===== src/rtl/coord_to_bank_pkg.sv =====
// Shared types and width constants for coord_to_bank and its FIFO.
// Default tile limits apply when max_num_Wt / max_num_Ht / max_num_K are not predefined.
`ifndef max_num_Wt
`define max_num_Wt 16
`endif
`ifndef max_num_Ht
`define max_num_Ht 16
`endif
`ifndef max_num_K
`define max_num_K 16
`endif

package coord_to_bank_pkg;

    localparam int CTB_QW = $clog2(`max_num_Wt * `max_num_Ht) + 2 - 1;
    localparam int CTB_RW = $clog2(`max_num_Wt) + 1;
    localparam int CTB_KW = $clog2(`max_num_K) + 1;
    localparam int CTB_OW = CTB_QW + CTB_RW;

    typedef enum logic {
        ST_RUN   = 1'b0,
        ST_FLUSH = 1'b1
    } ctb_state_e;

    typedef struct packed {
        logic [1:0]        bank;
        logic [CTB_OW-1:0] offset;
        logic [CTB_KW-1:0] k;
    } coord_entry_t;

    // Bank select interleaves even/odd rows and columns across four accumulators.
    function automatic logic [1:0] bank_of(input logic row_lsb, input logic col_lsb);
        return {row_lsb, col_lsb};
    endfunction

endpackage


===== src/rtl/coord_fifo.sv =====
// Power-of-two FIFO with first-word-fall-through output for coord_to_bank entries.
// Output data reads as zero whenever the FIFO is empty.
module coord_fifo #(
    parameter int  DEPTH = 4,
    parameter type T     = logic [7:0]
) (
    input  logic                     clk,
    input  logic                     rst,
    input  logic                     clr_i,
    input  logic                     push_i,
    input  T                         data_i,
    input  logic                     pop_i,
    output T                         data_o,
    output logic                     valid_o,
    output logic [$clog2(DEPTH):0]   count_o
);

    localparam int AW = $clog2(DEPTH);

    logic [AW-1:0] wr_ptr_q;
    logic [AW-1:0] rd_ptr_q;
    logic [AW:0]   count_q;
    T              mem_q [DEPTH];

    logic full;
    logic empty;
    logic do_push;
    logic do_pop;

    assign full    = (count_q == (AW+1)'(DEPTH));
    assign empty   = (count_q == '0);
    assign do_push = push_i && !full;
    assign do_pop  = pop_i && !empty;

    always_ff @(posedge clk) begin
        if (do_push) begin
            mem_q[wr_ptr_q] <= data_i;
        end
    end

    // Pointers wrap naturally at DEPTH; count carries the extra bit for full vs empty.
    always_ff @(posedge clk) begin
        if (rst || clr_i) begin
            wr_ptr_q <= '0;
            rd_ptr_q <= '0;
            count_q  <= '0;
        end else begin
            if (do_push) begin
                wr_ptr_q <= wr_ptr_q + AW'(1);
            end
            if (do_pop) begin
                rd_ptr_q <= rd_ptr_q + AW'(1);
            end
            case ({do_push, do_pop})
                2'b10:   count_q <= count_q + (AW+1)'(1);
                2'b01:   count_q <= count_q - (AW+1)'(1);
                default: count_q <= count_q;
            endcase
        end
    end

    assign valid_o = !empty;
    assign data_o  = empty ? T'('0) : mem_q[rd_ptr_q];
    assign count_o = count_q;

endmodule


===== src/rtl/coord_to_bank.sv =====
// Maps divider (row, column) results to accumulator bank + word offset and buffers them.
// Optional COORD_RANGE_CHECK_EN drops results outside num_Ht x num_Wt and counts them.
`ifndef max_num_Wt
`define max_num_Wt 16
`endif
`ifndef max_num_Ht
`define max_num_Ht 16
`endif
`ifndef max_num_K
`define max_num_K 16
`endif

module coord_to_bank
    import coord_to_bank_pkg::*;
#(
    parameter int QW    = $clog2(`max_num_Wt * `max_num_Ht) + 2 - 1,
    parameter int RW    = $clog2(`max_num_Wt) + 1,
    parameter int KW    = $clog2(`max_num_K) + 1,
    parameter int DEPTH = 4
) (
    input  logic               clk,
    input  logic               rst,
    input  logic               res_rdy,
    input  logic [QW-1:0]      quotient,
    input  logic [RW-1:0]      remainder,
    input  logic [KW-1:0]      k_in,
    input  logic [RW-1:0]      num_Wt,
    input  logic [QW-1:0]      num_Ht,
    input  logic               flush,
    output logic               stall,
    output logic               out_valid,
    input  logic               out_ready,
    output logic [1:0]         out_bank,
    output logic [QW+RW-1:0]   out_offset,
    output logic [KW-1:0]      out_k,
    output logic [15:0]        drop_cnt
);

    localparam int OW = QW + RW;
    localparam int CW = $clog2(DEPTH) + 1;

    ctb_state_e   state_q;
    logic         map_vld_q;
    logic         map_vld_d;
    coord_entry_t map_q;
    coord_entry_t map_d;

    logic [CW-1:0] fifo_cnt;
    logic [CW-1:0] occ;
    coord_entry_t  head;
    logic          accept;
    logic          in_range;

    logic [OW-1:0] q_half;
    logic [OW-1:0] w_half;
    logic [OW-1:0] r_half;
    logic [OW-1:0] offset_calc;

    // The mapping register counts as occupied, so stall reflects the in-flight entry too.
    assign occ    = fifo_cnt + CW'(map_vld_q);
    assign stall  = (occ == CW'(DEPTH)) || (state_q == ST_FLUSH);
    assign accept = res_rdy && !stall;

`ifdef COORD_RANGE_CHECK_EN
    logic [15:0] drop_q;
    logic [15:0] drop_d;

    assign in_range = (quotient < num_Ht) && (remainder < num_Wt);

    always_comb begin
        drop_d = drop_q;
        if (accept && !in_range && (drop_q != 16'hFFFF)) begin
            drop_d = drop_q + 16'd1;
        end
    end

    always_ff @(posedge clk) begin
        if (rst) begin
            drop_q <= '0;
        end else begin
            drop_q <= drop_d;
        end
    end

    assign drop_cnt = drop_q;
`else
    logic unused_num_ht;

    assign in_range      = 1'b1;
    assign unused_num_ht = ^num_Ht;
    assign drop_cnt      = '0;
`endif

    // Offset is row-pair index times column-pairs per row plus column-pair index.
    always_comb begin
        q_half      = OW'(quotient >> 1);
        w_half      = OW'({1'b0, num_Wt} + (RW+1)'(1)) >> 1;
        r_half      = OW'(remainder >> 1);
        offset_calc = q_half * w_half + r_half;
    end

    always_comb begin
        map_vld_d    = accept && in_range;
        map_d.bank   = bank_of(quotient[0], remainder[0]);
        map_d.offset = offset_calc;
        map_d.k      = k_in;
    end

    always_ff @(posedge clk) begin
        if (rst) begin
            state_q <= ST_RUN;
        end else begin
            case (state_q)
                ST_RUN:   state_q <= flush ? ST_FLUSH : ST_RUN;
                ST_FLUSH: state_q <= ST_RUN;
                default:  state_q <= ST_RUN;
            endcase
        end
    end

    always_ff @(posedge clk) begin
        if (rst || (state_q == ST_FLUSH)) begin
            map_vld_q <= 1'b0;
            map_q     <= '0;
        end else begin
            map_vld_q <= map_vld_d;
            if (map_vld_d) begin
                map_q <= map_d;
            end
        end
    end

    // Room is guaranteed for the staged entry because occupancy never exceeds DEPTH.
    coord_fifo #(
        .DEPTH (DEPTH),
        .T     (coord_entry_t)
    ) u_fifo (
        .clk     (clk),
        .rst     (rst),
        .clr_i   (state_q == ST_FLUSH),
        .push_i  (map_vld_q),
        .data_i  (map_q),
        .pop_i   (out_valid && out_ready),
        .data_o  (head),
        .valid_o (out_valid),
        .count_o (fifo_cnt)
    );

    assign out_bank   = head.bank;
    assign out_offset = head.offset;
    assign out_k      = head.k;

endmodule

===== config.mk =====
export PLATFORM = sky130hd
export DESIGN_NAME = coord_to_bank
export DESIGN_NICKNAME = d
export VERILOG_FILES = /design/src/rtl/coord_to_bank_pkg.sv /design/src/rtl/coord_fifo.sv /design/src/rtl/coord_to_bank.sv
export SDC_FILE = /design/constraint.sdc
export NUM_CORES = 1
export LEC_CHECK = 0
export CORE_MARGIN = 2
export CORE_UTILIZATION = 40
export DETAILED_ROUTE_END_ITERATION = 6
export MAX_ROUTING_LAYER = met4
export SETUP_SLACK_MARGIN = 0.2
export SLEW_MARGIN = 20
export SYNTH_ARGS = -nofsm -noshare
export SYNTH_HDL_FRONTEND = slang
export SYNTH_SLANG_ARGS = --single-unit

===== constraint.sdc =====
create_clock -name clk -period 12.7 [get_ports clk]
set_clock_uncertainty 0.15 [all_clocks]
set_input_delay 2.54 -clock clk [delete_from_list [all_inputs] [get_ports clk]]
set_output_delay 2.54 -clock clk [all_outputs]
set_load 0.05 [all_outputs]

==> impl_metrics.env <==
export IMPL_dp_hpwl_mm=7.45
export IMPL_setup_ws_ns=5.55
export IMPL_async_flop_share_pct=0
export IMPL_cts_max_level=4
export IMPL_cts_setup_buffers=0
export IMPL_drt_first_pass_iters=4
export IMPL_num_io_pins=77
export IMPL_fillers=1323
export IMPL_total_power_w=0.00111
export IMPL_power_per_cell_area_nw_per_um2=153
export IMPL_setup_viol=0
export IMPL_cts_root_buffer_cell="clkbuf_16"
export IMPL_arrival_ns=7.30
export IMPL_path_max_fanout=8
export IMPL_slew_violations=0
export IMPL_vias=3660
export IMPL_r2r_cells=8
export IMPL_antenna_found_initial=0
export IMPL_worstSetupEndpointType="flop"
export IMPL_row_count=45
export IMPL_grt_pass1_wl_mm=18.0
export IMPL_num_antenna_cells=0
export IMPL_overflow=0
export IMPL_die_area_um2=16200
export IMPL_holdPathStages=2
export IMPL_grt_pass1_vias=3703
export IMPL_io_buffers=51
export IMPL_synthFlopType="edfxtp_1"
export IMPL_final_util_pct=48.5
export IMPL_worst_hold_path_type="reg -> reg"
export IMPL_pre_cts_ws_ns=5.13
export IMPL_final_nets=634
export IMPL_irDropWorstVdd_uv=93.1
export IMPL_grt_total_usage_pct=14.7
export IMPL_ctsResizeCount=0
export IMPL_core_um2=15000
export IMPL_synth_edf_count=84
export IMPL_avgSynthCellArea_um2=12.8
export IMPL_layout_min_cycle_time_ns=7.15
export IMPL_drv_cap=0
export IMPL_die_h_um=127
export IMPL_syn_area_um2=6100
export IMPL_vias_per_cell=4.96
export IMPL_cts_tree="yes"
export IMPL_p_leak_nw=2.85
export IMPL_start_util_pct=40.6
export IMPL_grt_max_degree=30
export IMPL_clock_latency_ns=0.40
export IMPL_drt_iter0_drc=232
export IMPL_drc_errors=0
export IMPL_finalSetupTns_ns=0
export IMPL_die_width_um=127
export IMPL_gp_congestion=0.810
export IMPL_yosysUniqueCellTypes=43
export IMPL_yosysWarnings=0
export IMPL_detail_route_antenna_nets=0
export IMPL_wl_mm=10.9
export IMPL_synth_seq_cells=116
export IMPL_ctsHoldBuffers=0
export IMPL_ys_seq_area_share_pct=51.9
export IMPL_wl_per_cell_um=14.7
export IMPL_start_kind="primary input"
export IMPL_cts_sinks=116
export IMPL_synth_cells=477
export IMPL_cts_buffer_depth=2
export IMPL_fmax_mhz=140
export IMPL_relSlewSlack_pct=29.4
export IMPL_finalHoldViolCount=0
export IMPL_cp_required_ns=12.85
export IMPL_drive_gt1_share_pct=11.8
export IMPL_cts_buffers=17
export IMPL_syn2layout_area_growth_pct=19.5
export IMPL_rsz0062_at_grt="false"
export IMPL_min_period_over_period_pct=56.3
export IMPL_tightest_slew_ns=1.06
export IMPL_cts_clk_slew_worst_paths_ns=0.06
export IMPL_status="finished, final reports clean"
export IMPL_crit_type="in -> reg"
## routing by layer
metal | vias up | track usage, % | part of all wire (%)
li1 | 1766 | - | -
met1 | 1797 | 17.9 | 44
met2 | 91 | 24.7 | 51
met3 | 6 | 3.18 | 4.4
met4 | 0 | 4.46 | 0.81
met5 | - | - | 0
## area by class of cell
type                    count  area, um^2  share of cell area, %
clock buffers              17         425                   5.84
clock inverters            15         111                   1.53
inverters                  44         165                   2.27
multi-input cells         302        2640                   36.2
flip-flops and latches    116        3160                   43.4
well taps                 188         235                   3.23
repair buffers             56         548                   7.52
## sequential cells by signal (all words and copies together), names as in the netlist, named ones only
signal / cells
u_fifo.mem_q: 84
map_q: 21
u_fifo.count_o: 3
u_fifo.rd_ptr_q: 2
u_fifo.wr_ptr_q: 2
map_vld_q: 1
state_q: 1
## cells by family (layout without fill, tap and decap cells)
family	count (synthesis)	count (layout)	share of synthesized area, %
AOI/OAI and AO/OA	46	46	4.99
xor gates and xnor gates	13	13	1.99
other	1	16	0.0615
adders and majority gates	59	59	14.9
muxes	22	22	7.92
DFF	116	116	51.9
and+or+nand+nor	146	146	12.5
buffers and inverters	74	132	5.79
## critical path, cell delays in order
cell	delay [ns]
clkdlybuf4s50_1	0.51
ha_1	0.19
nand3_1	0.09
xnor2_1	0.53
and2_1	0.24
fa_1	0.46
fa_1	0.56
inv_1	0.06
fa_1	0.52
inv_1	0.04
ha_1	0.35
a21o_1	0.20
a221o_1	0.41
a31oi_1	0.27
nor4_1	0.08
a211o_1	0.25
## stage by stage
step                      hold WS [ns]  instance area, um^2  std cells
final                            0.345                 7290        738
after global placement           0.322                 6750        706
after detailed placement         0.338                 6750        706
after floorplan                  0.302                 6150        492
after global routing             0.362                 7290        738
after CTS                        0.347                 7290        738
## final timing paths
| check | startpoint | to | slack [ns] |
|---|---|---|---|
| setup / recovery | num_Wt[0] | map_q[15]$_SDFFE_PP0P_ | 5.55 |
| hold reg to reg | map_q[2]$_SDFFE_PP0P_ | map_q[2]$_SDFFE_PP0P_ | 0.35 |
| hold / removal | map_q[2]$_SDFFE_PP0P_ | map_q[2]$_SDFFE_PP0P_ | 0.35 |
| setup reg to reg | u_fifo.count_o[2]$_SDFFE_PP0P_ | u_fifo.count_o[2]$_SDFFE_PP0P_ | 9.78 |
## cells in the mapped netlist, types with 2 or more instances
cell type  number  area share, %
and3_1          4           0.41
nor2_1         11           0.68
xor2_1          5           0.72
inv_1          44            2.7
nand3_1        14            1.1
or2_2           2           0.21
o21ai_0         5           0.41
buf_4          16            2.0
nand2_1        43            2.6
ha_1           36            7.4
mux4_2         21            7.8
clkbuf_1        6           0.37
nor3_1          2           0.16
a21o_1          6           0.74
fa_1           23            7.6
a31oi_1         3           0.31
xnor2_1         7            1.0
and2_1         57            5.8
or3_1           5           0.51
nor4_1          2           0.21
dfxtp_1        32             11
edfxtp_1       84             41
a21oi_1        22            1.8
nand4_1         3           0.31
buf_2           6           0.49
## report_power, final
part | internal (W) | leakage (nW) | switching (W)
Clock | 0.000249 | 0.244 | 0.000167
Sequential | 0.000427 | 1.07 | 0.0000118
Combinational | 0.000102 | 1.54 | 0.000158
Total | 0.000778 | 2.85 | 0.000337
## cells in the final DEF (no fill, tap or decap), types with 2 or more instances in the layout
cell type / n
edfxtp_1: 84
and2_1: 57
clkdlybuf4s50_1: 51
inv_1: 44
nand2_1: 43
ha_1: 36
dfxtp_1: 32
fa_1: 23
a21oi_1: 22
mux4_2: 21
clkbuf_16: 17
conb_1: 16
nand3_1: 14
nor2_1: 11
xnor2_1: 7
clkinvlp_4: 7
a21o_1: 6
or3_1: 5
xor2_1: 5
o21ai_0: 5
buf_4: 5
and3_1: 4
a31oi_1: 3
nand4_1: 3
clkinv_2: 3
clkinv_4: 3
or2_2: 2
nor3_1: 2
nor4_1: 2
inv_6: 2
Note: power is estimated with default switching activity, not from simulation.
